**config.mk**
```make
export PLATFORM = sky130hd
export DESIGN_NAME = narrow2wide
export DESIGN_NICKNAME = d
export VERILOG_FILES = /design/src/rtl/width_conv_pkg.sv /design/src/rtl/n2w_out_reg.sv /design/src/rtl/narrow2wide.sv
export SDC_FILE = /design/constraint.sdc
export NUM_CORES = 1
export LEC_CHECK = 0
export BUFFER_PORTS_ARGS = -buffer_cell sky130_fd_sc_hd__buf_2
export CORE_MARGIN = 5
export CORE_UTILIZATION = 30
export DETAILED_ROUTE_END_ITERATION = 8
export GPL_ROUTABILITY_DRIVEN = 0
export PLACE_DENSITY = 0.49
export SETUP_SLACK_MARGIN = 0.05
export SYNTH_ARGS = -nofsm -noshare
export SYNTH_HDL_FRONTEND = slang
export SYNTH_SLANG_ARGS = --single-unit
```
**constraint.sdc**
```tcl
create_clock -name clk -period 1.6 [get_ports clk]
set_input_delay 0.24 -clock clk [delete_from_list [all_inputs] [get_ports clk]]
set_output_delay 0.24 -clock clk [all_outputs]
set_load 0.005 [all_outputs]
```
**src/rtl/width_conv_pkg.sv**
```systemverilog
// rtl/width_conv_pkg.sv - shared helpers for the narrow/wide width converters
//
// Purpose:
//   Lane-index arithmetic and counter sizing shared by narrow2wide and its
//   wide-to-narrow counterpart. Both sides must agree on beat-to-lane order.
//
// Contents:
//   cnt_w(ratio)                    width of a beat counter covering 0..ratio-1
//   lane_of(beat, ratio, msb_first) lane a given beat number occupies in the
//                                   wide word

package width_conv_pkg;

  // Width of a beat counter; never returns 0 so the counter is always a real
  // vector even for degenerate ratios.
  function automatic int cnt_w(input int ratio);
    return (ratio > 1) ? $clog2(ratio) : 1;
  endfunction

  // Beat k lands in the top lane first when msb_first is set, otherwise it
  // lands in lane k counting up from the LSBs.
  function automatic int lane_of(input int beat, input int ratio, input bit msb_first);
    return msb_first ? (ratio - 1 - beat) : beat;
  endfunction

endpackage

```
**src/rtl/n2w_out_reg.sv**
```systemverilog
// rtl/n2w_out_reg.sv - single-entry output holding register for narrow2wide
//
// Purpose:
//   Holds one completed wide word (data, keep, last) until the downstream
//   consumer takes it. A load always wins and is only issued by the parent
//   when the entry is empty or draining in the same cycle, so no word is lost.
//
// Ports:
//   clk, rst_n     clock, asynchronous active-low reset
//   load           capture load_* into the entry and mark it valid
//   load_data      word to capture
//   load_keep      per-lane keep flags to capture
//   load_last      word-closed-by-last flag to capture
//   drain          downstream ready; empties a valid entry when not reloaded
//   out_data       held word
//   out_keep       held keep flags
//   out_last       held last flag
//   out_valid      entry occupied

module n2w_out_reg #(
  parameter int DATA_W = 8,
  parameter int KEEP_W = 2
) (
  input  logic              clk,
  input  logic              rst_n,
  input  logic              load,
  input  logic [DATA_W-1:0] load_data,
  input  logic [KEEP_W-1:0] load_keep,
  input  logic              load_last,
  input  logic              drain,
  output logic [DATA_W-1:0] out_data,
  output logic [KEEP_W-1:0] out_keep,
  output logic              out_last,
  output logic              out_valid
);

  always_ff @(posedge clk or negedge rst_n) begin
    if (!rst_n) begin
      out_data  <= '0;
      out_keep  <= '0;
      out_last  <= 1'b0;
      out_valid <= 1'b0;
    end else if (load) begin
      out_data  <= load_data;
      out_keep  <= load_keep;
      out_last  <= load_last;
      out_valid <= 1'b1;
    end else if (out_valid && drain) begin
      // Payload is left in place; only the valid flag matters once drained.
      out_valid <= 1'b0;
    end
  end

endmodule

```
**src/rtl/narrow2wide.sv**
```systemverilog
// rtl/narrow2wide.sv - packs RATIO narrow beats into one wide word
//
// Purpose:
//   Receive-side width converter. Beats are accumulated lane by lane; a word
//   completes after RATIO beats or early on a beat carrying in_last. Completed
//   words go to a one-entry output register; if that entry is busy the word
//   parks in the accumulator (pend) and the input stalls until it drains.
//
// Ports:
//   clk, rst_n   clock, asynchronous active-low reset
//   in_data      narrow beat
//   in_valid     beat present
//   in_last      beat closes the current word early
//   in_ready     converter can accept a beat (registered, = !pend)
//   out_data     packed word, lane i at [i*NARROW_W +: NARROW_W]
//   out_keep     bit i set when lane i holds received data
//   out_last     word was closed by in_last
//   out_valid    word present
//   out_ready    downstream accepts the word

module narrow2wide
  import width_conv_pkg::*;
#(
  parameter int NARROW_W  = 4,
  parameter int RATIO     = 2,
  parameter int WIDE_W    = NARROW_W * RATIO,
  parameter bit MSB_FIRST = 1'b1
) (
  input  logic                clk,
  input  logic                rst_n,
  input  logic [NARROW_W-1:0] in_data,
  input  logic                in_valid,
  input  logic                in_last,
  output logic                in_ready,
  output logic [WIDE_W-1:0]   out_data,
  output logic [RATIO-1:0]    out_keep,
  output logic                out_last,
  output logic                out_valid,
  input  logic                out_ready
);

  localparam int            CW        = cnt_w(RATIO);
  localparam logic [CW-1:0] LAST_BEAT = CW'(RATIO - 1);

  logic [CW-1:0]     cnt;
  logic [WIDE_W-1:0] acc;
  logic [RATIO-1:0]  acc_keep;
  logic              pend;
  logic              pend_last;

  logic [WIDE_W-1:0] merged;
  logic [RATIO-1:0]  merged_keep;
  logic              beat_ok;
  logic              word_done;
  logic              out_room;
  logic              pend_drain;
  logic              load;
  logic [WIDE_W-1:0] load_data;
  logic [RATIO-1:0]  load_keep;
  logic              load_last;

  // Accumulator with the current beat dropped into its lane.
  always_comb begin
    merged      = acc;
    merged_keep = acc_keep;
    for (int i = 0; i < RATIO; i++) begin
      if (lane_of(int'(cnt), RATIO, MSB_FIRST) == i) begin
        merged[i*NARROW_W +: NARROW_W] = in_data;
        merged_keep[i]                 = 1'b1;
      end
    end
  end

  // While a word is parked the accumulator is occupied, so no beat may enter.
  assign in_ready  = !pend;
  assign beat_ok   = in_valid && !pend;
  assign word_done = beat_ok && ((cnt == LAST_BEAT) || in_last);

  // Output entry can take a word this cycle if empty or being emptied now.
  assign out_room   = !out_valid || out_ready;
  assign pend_drain = pend && out_valid && out_ready;

  // A parked word has priority; no new word can complete while pend is set.
  assign load      = pend_drain || (word_done && out_room);
  assign load_data = pend ? acc       : merged;
  assign load_keep = pend ? acc_keep  : merged_keep;
  assign load_last = pend ? pend_last : in_last;

  always_ff @(posedge clk or negedge rst_n) begin
    if (!rst_n) begin
      cnt       <= '0;
      acc       <= '0;
      acc_keep  <= '0;
      pend      <= 1'b0;
      pend_last <= 1'b0;
    end else if (beat_ok) begin
      if (word_done) begin
        cnt <= '0;
        if (out_room) begin
          acc      <= '0;
          acc_keep <= '0;
        end else begin
          // Park the completed word in place until the output entry frees.
          acc       <= merged;
          acc_keep  <= merged_keep;
          pend      <= 1'b1;
          pend_last <= in_last;
        end
      end else begin
        cnt      <= cnt + CW'(1);
        acc      <= merged;
        acc_keep <= merged_keep;
      end
    end else if (pend_drain) begin
      acc       <= '0;
      acc_keep  <= '0;
      pend      <= 1'b0;
      pend_last <= 1'b0;
    end
  end

  n2w_out_reg #(
    .DATA_W (WIDE_W),
    .KEEP_W (RATIO)
  ) u_out_reg (
    .clk       (clk),
    .rst_n     (rst_n),
    .load      (load),
    .load_data (load_data),
    .load_keep (load_keep),
    .load_last (load_last),
    .drain     (out_ready),
    .out_data  (out_data),
    .out_keep  (out_keep),
    .out_last  (out_last),
    .out_valid (out_valid)
  );

endmodule

```
; Word-level counts from Yosys, hierarchy flattened
; Index checks and enable logic that the tools add are counted.
[word_totals]
input_bits = 9
regBits = 25
[op_classes]
n_mux = 25
n_eq_ne = 3
n_reduce_logical = 15
add_sub_neg = 2
[ops]
columns = cell, count
row1 = 2-to-1 mux 8 bit, 5
row2 = logical NOT 32 bit, 1
row3 = 2-to-1 mux 1 bit, 13
row4 = 2-to-1 mux 2 bit, 5
row5 = 2-to-1 mux 4 bit, 2
row6 = logical AND 1 bit, 6
row7 = nonzero test 2 bit, 2
row8 = logical OR 1 bit, 3
row9 = AND reduction 3 bit, 1
row10 = == test 2 bit (second input constant), 1
row11 = logical NOT 1 bit, 2
row12 = != test 2 x 1 -> 1 bit (second input constant), 1
row13 = != test 2 bit (second input constant), 1
row14 = subtractor 1 x 1 -> 2 bit (first input constant), 1
row15 = adder 1 bit (second input constant), 1

; Longest topological paths before layout
; Gate-level depths: netlist of the first run.
[logic_depth]
ltp_word = 6
mapped_depth = 6

; Hierarchy
; From an unflattened synthesis of the first run, not the netlist that was laid out.
[unflattened]
cells_unflattened = 92
area_unflattened_um2 = 1194.9
[by_module_without_submodules]
columns = mod, instances, area_each_um2, cells_per_inst
row1 = narrow2wide, 1, 713.2, 66
row2 = n2w_out_reg, 1, 481.7, 26

; Worst setup path before layout of the first run
; OpenSTA, ideal clock, no wires.
[synth_path]
path_type = reg2reg
start = register cnt
end = register u_out_reg.out_data[5]
path_stages_with_launch = 6
setup_slack_ns = 0.326
synth_period_minus_slack_ns = 1.274
arrival_time_ns = 1.148
n_path_buf = 2
cell_sequence = dfrtp_1 buf_6 o21a_1 o211ai_4 buf_6 o21ai_0
[synth_between]
elab_chain_cells = 4
[synth_rtl]
columns = item, line_no
row1 = start: declaration, narrow2wide.sv:45  ; logic [CW-1:0] cnt;
row2 = start signal: assignment, narrow2wide.sv:110  ; cnt <= cnt + CW'(1);
row3 = subtractor 1 x 1 -> 2 bit / logical OR 1 bit (equally long branches), "width_conv_pkg.sv:23, narrow2wide.sv:77"
row4 = == test 2 bit / logical AND 1 bit (equally long branches), "narrow2wide.sv:67, narrow2wide.sv:77"
row5 = 2-to-1 mux 4 bit / logical AND 1 bit (equally long branches), "narrow2wide.sv:67, narrow2wide.sv:84"
row6 = 2-to-1 mux 8 bit / logical OR 1 bit (equally long branches), "narrow2wide.sv:85, narrow2wide.sv:84"
row7 = end signal: assignment, n2w_out_reg.sv:44  ; out_data <= load_data;
row8 = end: declaration, n2w_out_reg.sv:31  ; output logic [DATA_W-1:0] out_data,
; Parallel ways exist; a longest one is shown, timed or not.
; A chain may end at the register's enable or synchronous reset.

; Final worst setup path of the first run
[layout_path]
start = register pend
end = register acc[0]
[layout_between]
elab_chain_cells = 5
[layout_rtl]
columns = item, line_no
row1 = start: declaration, narrow2wide.sv:48  ; logic pend;
row2 = start signal: assignment, narrow2wide.sv:94  ; pend <= 1'b0;
row3 = start signal: assignment, narrow2wide.sv:106  ; pend <= 1'b1;
row4 = start signal: assignment, narrow2wide.sv:117  ; pend <= 1'b0;
row5 = logical NOT 1 bit, narrow2wide.sv:76  ; assign beat_ok = in_valid && !pend;
row6 = logical AND 1 bit, narrow2wide.sv:76
row7 = logical AND 1 bit, narrow2wide.sv:77  ; assign word_done = beat_ok && ((cnt == LAST_BEAT) || in_last);
row8 = 2-to-1 mux 8 bit, narrow2wide.sv:97  ; if (word_done) begin
row9 = 2-to-1 mux 8 bit, narrow2wide.sv:96  ; end else if (beat_ok) begin
row10 = end signal: assignment, narrow2wide.sv:104  ; acc <= merged;
row11 = end signal: assignment, narrow2wide.sv:111  ; acc <= merged;
row12 = end: declaration, narrow2wide.sv:46  ; logic [WIDE_W-1:0] acc;
; Parallel ways exist; a longest one is shown, timed or not.

==> flow_summary.yaml, run 1 <==
clocking:
  cts_buffers: 3
  clock_latency_ns: 0.27
  ctsResizeCount: 0
  path_clk_slew_ns: 0.09
  clockRootBuffer: "clkbuf_8"
  htreeDepth: 1
  cts_setup_buffers: 0
  cts.path.max_buffers: 2
  cts_hold_buf: 1
  clock-sinks: 25
  cts_tree: "built"
floorplanning:
  die_y_um: 71.8
  initial_utilization: 0.310
  top_level_ports: 22
  core-area_um2: 3690
  row_count: 22
  die_w_um: 71.8
  die-area_um2: 5150
logic_synthesis:
  synthSimpleGateAreaFrac: 0.105
  netlist_top_cells_area: "dfrtp_1 55%, mux2i_1 7.9%, a22o_1 6.1%"
  synth_nets: 110
  yosysTopAreaCell: "dfrtp_1"
  synth_fa_ha_area_frac: 0
  muxShareOfSynthArea: 0.0885
  syn_area_um2: 1140
  avgSynthCellArea_um2: 11.3
  synth_top_family_by_area: "compound AO/OA/AOI/OAI gates"
  ys_seq_area_frac: 0.546
  ys_ff_latch: 25
  synth_compound_area_frac: 0.205
  synth-warning-count: 0
  syn_inst: 101
  synth-xor-area-share: 0
  synth_top_area_share: 0.546
  yosysUniqueCellTypes: 30
sta:
  rsz0062_at_grt: "false"
  finalMaxSlewViolations: 0
  finClkSkew_ns: 0.00279
  timing.final.crit_period_ns: 1.45
  tns_ns: 0
  finalHoldViolations: 0
  fmax_ghz: 0.691
  setup_viol_count_final: 0
  fin_worst_hold_slack_ns: 0.204
  worstMarginPinSlew_ns: 0.563
  slew_headroom: 0.624
  timing.final.crit_share: 0.904
cells_and_area:
  layout.nets: 136
  final_area_um2: 1360
  seqCellArea_um2: 626
  num-fill-cells: 387
  utilization: 0.368
  num_antenna_cells: 0
  drive_gt1_frac: 0.286
  area_delta_synth_final_pct: 18.7
  fin_cells: 174
  multi_input_area_um2: 457
run:
  max_cap_viol_count: 0
global_routing:
  grt_pass1_wl_um: 4140
  grt_max_degree: 26
  track_usage: 0.101
  grt_overflow_total: 0
  antenna_found_initial: 0
  grt_pass1_vias: 874
power_and_ir_drop:
  leakage_nw: 0.651
  vdd_drop_max_uv: 777
  powerDensity_nw_per_um2: 1850
setup_path:
  r2r_slack_ns: 0.15
  cp_max_fo: 10
  arrival_ns: 1.61
  crit_type: "flop to flop"
  r2r_start: "pend$_DFFE_PN0P_"
  r2r_end: "acc[0]$_DFFE_PN0P_"
  required_ns: 1.76
  reg2reg_depth: 3
  cp-start-kind: "flop"
  cp-end-kind: "flop"
route:
  routed_wl_um: 2340
  routed_via_density: 4.78
  vias: 831
  drt_iter0_drc: 37
  drc: 0
  dr.pass1.iters: 4
  wl_per_cell_um: 13.5
  antenna_left: 0
min_path:
  hp-start: "out_ready"
  hold_class: "input port to flop"
  hold-path-endpoint: "pend$_DFFE_PN0P_"
  hold_depth: 2
place:
  placed_cells: 169
  placed_area_um2: 1300
  dp_hpwl_um: 1750
  numPortBuffers: 21
outcome:
  outcome: "finished, final reports clean"
-- critical path, cell delays in order, from the launching register on --
cell	delay [ns]
dfrtp_1	0.55
and2b_1	0.26
and4b_1	0.27
a22o_1	0.26
-- through the flow --
stage | setup slack (ns) | power (mW)
final | 0.154 | 2.52
after global routing | 0.0706 | 2.74
after CTS | 0.151 | 2.56
after detailed placement | 0.174 | 2.16
after global placement | 0.214 | 2.14
after floorplan | 0.326 | 1.84
-- cell usage after synthesis, drive strengths merged --
cell and n:
a21boi 1, a21oi 5, a22o 8, a2bb2oi 1, a31oi 1, and2b 1, and3 1, and4b 1
buf 5, clkbuf 2, dfrtp 25, inv 2, mux2 1, mux2i 9, nand2 14, nand2b 2
nor2 4, nor2b 1, o211ai 1, o21a 3, o21ai 11, o221ai 1, o22ai 1
-- flip-flops by register name, summed over array words and instances (netlist names) --
| signal | flops |
|---|---|
| pend_last | 1 |
| u_out_reg.out_data | 8 |
| acc | 8 |
| u_out_reg.out_valid | 1 |
| u_out_reg.out_last | 1 |
| acc_keep | 2 |
| cnt | 1 |
| pend | 1 |
| u_out_reg.out_keep | 2 |
-- per-layer routing --
layer	GRT usage	part of all wire
met1	0.135	0.52
met2	0.158	0.42
met3	0.0337	0.050
met4	0.0251	0.0077
met5	0	0
-- power breakdown --
group / internal [mW] / total [mW] / switching, mW
clock: 0.177 / 0.392 / 0.215
sequential: 0.871 / 1.07 / 0.197
combinational: 0.533 / 1.06 / 0.527
-- final cells by class --
type                       instances  area share
sequential                        25       0.460
multi-input combinational         67       0.336
timing repair buffer              28       0.118
tap                               48      0.0442
clock buffer                       3      0.0304
clock inverter                     1     0.00552
inverter                           2     0.00552
-- cells in the final DEF, fill, tap and decap left out, drive strengths merged, types with 2 or more instances in the layout --
| cell type | count |
|---|---|
| o21ai | 11 |
| nand2 | 14 |
| nand2b | 2 |
| o21a | 3 |
| mux2i | 9 |
| clkbuf | 3 |
| a22o | 8 |
| dfrtp | 25 |
| nor2 | 4 |
| inv | 2 |
| buf | 27 |
| a21oi | 5 |
-- worst max path at each step --
| stage | start | slack [ns] | to |
|---|---|---|---|
| global route | pend$_DFFE_PN0P_ | 0.07 | acc[2]$_DFFE_PN0P_ |
| finish | pend$_DFFE_PN0P_ | 0.15 | acc[0]$_DFFE_PN0P_ |
| detailed placement | pend$_DFFE_PN0P_ | 0.17 | acc[3]$_DFFE_PN0P_ |
| global placement | pend$_DFFE_PN0P_ | 0.21 | acc[2]$_DFFE_PN0P_ |
| CTS | pend$_DFFE_PN0P_ | 0.15 | acc[0]$_DFFE_PN0P_ |
| floorplan | cnt$_DFFE_PN0P_ | 0.33 | u_out_reg.out_data[5]$_DFFE_PN0P_ |
-- cell families (layout without fill, tap and decap cells) --
family / Yosys count / count (layout)
AND/OR/NAND/NOR: 24 / 24
buffers and inverters: 9 / 34
multiplexers: 10 / 10
AO/OA/AOI/OAI: 33 / 33
flip-flops: 25 / 25
(Power assumes the default switching activity.)
==> run 2, diff against run 1 <==
PLACE_DENSITY = 0.48   (was 0.49)
SYNTH_HIERARCHICAL = 1   (was default)
==> run 2 against run 1 <==
Compared with the run above:
- sequential share of layout area fell by 3.3 points
- total power is 8.0% higher
- wire length grew 4.7%
- sequential power is 4% lower
- critical path depth increased by 2
- final area grew 7.6%
==> flow_summary.yaml, run 2 <==
outcome:
  outcome: "finished, final reports clean"
route:
  routed_via_density: 4.68
  antenna_left: 0
  drt_iter0_drc: 20
  routed_wl_um: 2450
  drc: 0
  wl_per_cell_um: 14.2
  vias: 810
  dr.pass1.iters: 4
cells_and_area:
  final_cell_mix: "25 x dfrtp_1, 21 x buf_2, 10 x mux2_2"
  utilization: 0.371
  fin_cells: 173
  area_delta_synth_final_pct: 22.4
  layout.nets: 133
  top_regs: "acc x8, u_out_reg/out_data x8"
  drive_gt1_frac: 0.488
  final_common_cell: "dfrtp_1"
  num_antenna_cells: 0
global_routing:
  grt_pass1_wl_um: 4070
  grt_pass1_vias: 827
  grt_max_degree: 26
  use_met3: 0.0165
  use_met1: 0.130
  grt.busiest_layer: "met2"
  antenna_found_initial: 0
  grtUsageMet2: 0.157
  grt_overflow_total: 0
  track_usage: 0.101
setup_path:
  crit_type: "flop to flop"
  arrival_ns: 1.67
  cpMaxStageDelayCell: "dfrtp_1"
  critPathBufInv: 2
  critPathTopFamily: "flip-flops"
  reg2reg_depth: 5
  r2r_slack_ns: 0.09
  cp-end-kind: "flop"
  required_ns: 1.76
  cp-start-kind: "flop"
  cp_max_fo: 5
  r2r_start: "cnt$_DFFE_PN0P_"
  slowest_delay_ns: 0.43
  r2r_end: "u_out_reg/out_data[3]$_DFFE_PN0P_"
  worstPathCellList: "o21a_1 > o211ai_1 > inv_1 > buf_4 > mux2_4"
logic_synthesis:
  netlist_top_cells_area: "dfrtp_1 52%, mux2_4 11%, mux2_2 9.4%"
  ys_ff_latch: 25
  yosysMostFrequentCell: "dfrtp_1"
  synth_top_flop_cell: "dfrtp_1"
  synth_nets: 101
  synthArstFlopShare: 1.00
  syn_area_um2: 1190
  yosysUniqueCellTypes: 25
  synth_top_area_share: 0.524
  ys_seq_area_frac: 0.524
  avgSynthCellArea_um2: 13.0
  synth_commonest_cells: "25 x dfrtp_1, 10 x mux2_2, 9 x a22o_1, 9 x mux2_4, 6 x nand2_1"
  syn_inst: 92
  yosysTopAreaCell: "dfrtp_1"
  synth_edf_count: 0
  synth-warning-count: 6
clocking:
  cts_tree: "built"
  path_clk_slew_ns: 0.09
  clock-sinks: 25
  cts.path.max_buffers: 2
  cts_buffers: 3
  clockRootBuffer: "clkbuf_8"
  clock_latency_ns: 0.27
  htreeDepth: 1
power_and_ir_drop:
  sw_frac_of_total: 0.325
  p_int_mw: 1.84
  power_switching_mw: 0.883
  vdd_drop_max_uv: 648
  leakage_nw: 0.741
  powerDensity_nw_per_um2: 1860
  pwr-share-clk: 0.138
  p_comb_frac: 0.482
  seqPwrFrac: 0.380
sta:
  setup_viol_count_final: 0
  worstMarginPinSlew_ns: 0.564
  tns_ns: 0
  setup_ws_ns: 0.0889
  slew_headroom: 0.624
  fmax_ghz: 0.662
  finalHoldViolations: 0
  timing.final.crit_share: 0.944
  finClkSkew_ns: 0.00445
  fin_worst_hold_slack_ns: 0.232
  rsz0062_at_grt: "false"
  timing.final.crit_period_ns: 1.51
  finalMaxSlewViolations: 0
min_path:
  hold_class: "input port to flop"
  hp-start: "in_data[3]"
  hold_depth: 2
  hold-path-endpoint: "acc[7]$_DFFE_PN0P_"
place:
  place_ws_ns: 0.0425
  dp_hpwl_um: 1790
  numPortBuffers: 21
  placed_cells: 167
run:
  max_cap_viol_count: 0
floorplanning:
  core-area_um2: 3940
  row_count: 23
  initial_utilization: 0.303
  top_level_ports: 22
  die_w_um: 73.1
  die-area_um2: 5350
  die_y_um: 73.1
==> run 2: changes by cell type in the layout (fill, tap and decap cells not counted), moves of 2 or more <==
cell      before  now
mux2_4         0    9
nor2_1         3    1
mux2i_1        9    0
nand2b_1       1    3
a21oi_1        4    2
nand3_1        0    2
inv_1          2    4
o21ai_1        6    0
buf_4          6    8
o21ai_0        5    2
mux2_2         1   10
nand2_1       14    5
==> run 2: per-layer routing <==
layer | vias up | part of all wire | routed length [um]
met5 | - | 0 | 0
met4 | 0 | 0.032 | 79
met3 | 6 | 0.024 | 58
met2 | 13 | 0.49 | 1200
met1 | 400 | 0.46 | 1120
li1 | 391 | - | -
==> run 2: per-stage QoR <==
stage                     instance area (um^2)  power [mW]
after floorplan                           1200        1.95
after global placement                    1390        2.31
after detailed placement                  1390        2.33
after CTS                                 1450        2.73
after global routing                      1460        2.93
final                                     1460        2.72
==> run 2: worst max-delay path by stage <==
stage	start	endpoint	cells after the start
after floorplan	cnt$_DFFE_PN0P_	u_out_reg/out_data[0]$_DFFE_PN0P_	6
after global placement	pend$_DFFE_PN0P_	u_out_reg/out_data[7]$_DFFE_PN0P_	3
after detailed placement	pend$_DFFE_PN0P_	u_out_reg/out_data[7]$_DFFE_PN0P_	3
after CTS	pend$_DFFE_PN0P_	u_out_reg/out_data[7]$_DFFE_PN0P_	3
after global routing	cnt$_DFFE_PN0P_	u_out_reg/out_data[3]$_DFFE_PN0P_	5
final	cnt$_DFFE_PN0P_	u_out_reg/out_data[3]$_DFFE_PN0P_	5
==> run 2: cell type report <==
| type | count | area, um^2 |
|---|---|---|
| Tap cell | 50 | 62.6 |
| Timing Repair Buffer | 31 | 186 |
| Inverter | 4 | 15.0 |
| Clock buffer | 3 | 41.3 |
| Clock inverter | 1 | 5.00 |
| Multi-Input combinational cell | 59 | 527 |
| Fill cell | 391 | 2480 |
| Sequential cell | 25 | 626 |
==> run 2: timing repair <==
| action | in CTS | in global routing |
|---|---|---|
| pin swaps | 0 | 1 |
| hold endpoints to repair | 25 | 0 |
| hold buffers | 1 | 0 |
| buffers inserted | 0 | 1 |
| resized for setup | 1 | 2 |
| endpoints found under the setup margin | 8 | 9 |
==> run 2: cells by family (layout without fill, tap and decap cells) <==
group | after synthesis | in the layout | synth area share
simple gates | 19 | 19 | 0.0901
flops | 25 | 25 | 0.524
buf+inv | 8 | 39 | 0.0398
compound gates | 21 | 21 | 0.139
mux | 19 | 19 | 0.207
==> run 2: power by group through the flow <==
stage	Clock, mW	Combinational (mW)	Sequential [mW]
after detailed placement	0	1.29	1.04
after global routing	0.422	1.44	1.07
after CTS	0.388	1.30	1.03
final	0.375	1.31	1.03
after global placement	0	1.27	1.04
after floorplan	0	0.935	1.02
==> run 3, diff against run 2 <==
CORE_UTILIZATION = 53   (was 30)
CTS_CLUSTER_SIZE = 14   (was default)
PLACE_DENSITY = 0.77   (was 0.48)
==> run 3 against run 2 <==
Compared with the run above:
- wire length decreased by 11%
- first-iteration DRC count fell by 90%
- combinational power about the same
- worst hold slack worse by 0.073 ns
- flip-flop and latch count stayed put
- core utilization increased by 28 points
- cell count shrank 13%
- clock skew is 0.0092 ns higher
- largest cell class unchanged
- largest power group unchanged
==> flow_summary.yaml, run 3 (same netlist as run 2, synthesis figures left out) <==
place:
  placed_area_um2: 1360
  numPortBuffers: 21
  dp_hpwl_um: 1680
  placed_cells: 145
cells_and_area:
  area_delta_synth_final_pct: 19.4
  layout.nets: 133
  top_regs: "acc x8, u_out_reg/out_data x8"
  fin_cells: 151
  utilization: 0.651
  final_area_um2: 1430
  drive_gt1_frac: 0.504
  num_antenna_cells: 0
  final_cell_mix: "23 x dfrtp_1, 21 x buf_2, 10 x mux2_2"
  num-fill-cells: 166
  final_common_cell: "dfrtp_1"
floorplanning:
  initial_utilization: 0.545
  core-area_um2: 2190
  top_level_ports: 22
  die-area_um2: 3300
  die_w_um: 57.5
  die_y_um: 57.5
  row_count: 17
sta:
  setup_viol_count_final: 0
  rsz0062_at_grt: "true"
  finalMaxSlewViolations: 0
  finalHoldViolations: 0
  timing.final.crit_share: 0.946
  fmax_ghz: 0.661
  tns_ns: 0
  worstMarginPinSlew_ns: 0.522
  finClkSkew_ns: 0.0137
  timing.final.crit_period_ns: 1.51
  slew_headroom: 0.652
global_routing:
  grt_max_degree: 26
  antenna_found_initial: 0
  track_usage: 0.146
  grt_pass1_wl_um: 3710
  grt_overflow_total: 0
  grt_pass1_vias: 795
power_and_ir_drop:
  total_power_mw: 2.67
  powerDensity_nw_per_um2: 1870
  vdd_drop_max_uv: 1360
  leakage_nw: 0.728
route:
  drt_iter0_drc: 2
  vias: 785
  dr.pass1.iters: 2
  routed_wl_um: 2180
  routed_via_density: 5.20
  antenna_left: 0
  wl_per_cell_um: 14.5
  drc: 0
clocking:
  clock_latency_ns: 0.33
  cts_buffers: 3
  htreeDepth: 1
  clock-sinks: 25
  cts_tree: "built"
  path_clk_slew_ns: 0.14
  cts.path.max_buffers: 2
  clockRootBuffer: "clkbuf_4"
setup_path:
  worstPathCellList: "buf_4 > nand2_1 > mux2_2 > mux2_4"
  cp-end-kind: "flop"
  arrival_ns: 1.74
  crit_type: "flop to flop"
  cpMaxStageDelayCell: "dfrtp_2"
  critPathBufInv: 1
  cp-start-kind: "flop"
  required_ns: 1.82
  slowest_delay_ns: 0.46
  cp_max_fo: 6
  critPathTopFamily: "multiplexers"
min_path:
  hold_class: "input port to flop"
outcome:
  outcome: "finished, final reports clean"
run:
  max_cap_viol_count: 0
run 3: per-layer routing:
| metal | GRT usage | wire length, um | vias to the layer above |
|---|---|---|---|
| li1 | - | - | 391 |
| met1 | 0.185 | 969 | 378 |
| met2 | 0.239 | 1110 | 11 |
| met3 | 0.0475 | 72 | 5 |
| met4 | 0.0397 | 27 | 0 |
| met5 | 0 | 0 | - |
run 3: where the power goes:
group | switching (mW) | internal (mW) | leakage [nW] | total (mW)
clock network | 0.196 | 0.0959 | 0.0139 | 0.292
registers | 0.153 | 0.882 | 0.321 | 1.04
logic | 0.528 | 0.810 | 0.392 | 1.34
total | 0.878 | 1.79 | 0.728 | 2.67
run 3: area by class of cell:
cell class,count,area [um^2],share of cell area
inverters,4,15.0,0.0105
flip-flops and latches,25,628,0.440
clock inverters,1,7.51,0.00526
multi-input cells,59,524,0.368
well taps,28,35.0,0.0246
repair buffers,31,194,0.136
clock buffers,3,22.5,0.0158
run 3: metrics by stage:
step / hold slack [ns] / worst slack (ns)
after floorplan: -0.0556 / 0.0335
after global placement: 0.250 / 0.0483
after detailed placement: 0.253 / 0.0105
after CTS: 0.159 / 0.0591
after global routing: 0.163 / 0.00625
final: 0.159 / 0.0865
run 3: what timing repair did:
| item | 4_1_cts | 5_1_grt |
|---|---|---|
| buffers inserted | 1 | 0 |
| gates resized for setup | 2 | 5 |
| cloned | 0 | 0 |
| pin swaps | 0 | 1 |
| setup endpoints to repair | 9 | 11 |
| hold buffers | 1 | 0 |
| hold endpoints to repair | 25 | 0 |
run 3: worst reg2reg max path, cell delays in order, from the launching register on:
cell and delay (ns):
dfrtp_2 0.46, buf_4 0.15, nand2_1 0.19, mux2_2 0.36, mux2_4 0.25
run 3: path summary, 6_finish.rpt:
check	start	endpoint	slack, ns	cells past startpoint
hold / removal	in_data[0]	acc[4]$_DFFE_PN0P_	0.16	2
min in group asynchronous	rst_n	u_out_reg/out_last$_DFFE_PN0P_	0.39	2
setup reg to reg	cnt$_DFFE_PN0P_	u_out_reg/out_data[1]$_DFFE_PN0P_	0.09	4
hold reg to reg	acc_keep[0]$_DFFE_PN0P_	acc_keep[0]$_DFFE_PN0P_	0.50	1
max in group asynchronous	rst_n	pend$_DFFE_PN0P_	0.82	2
setup / recovery	cnt$_DFFE_PN0P_	u_out_reg/out_data[1]$_DFFE_PN0P_	0.09	4
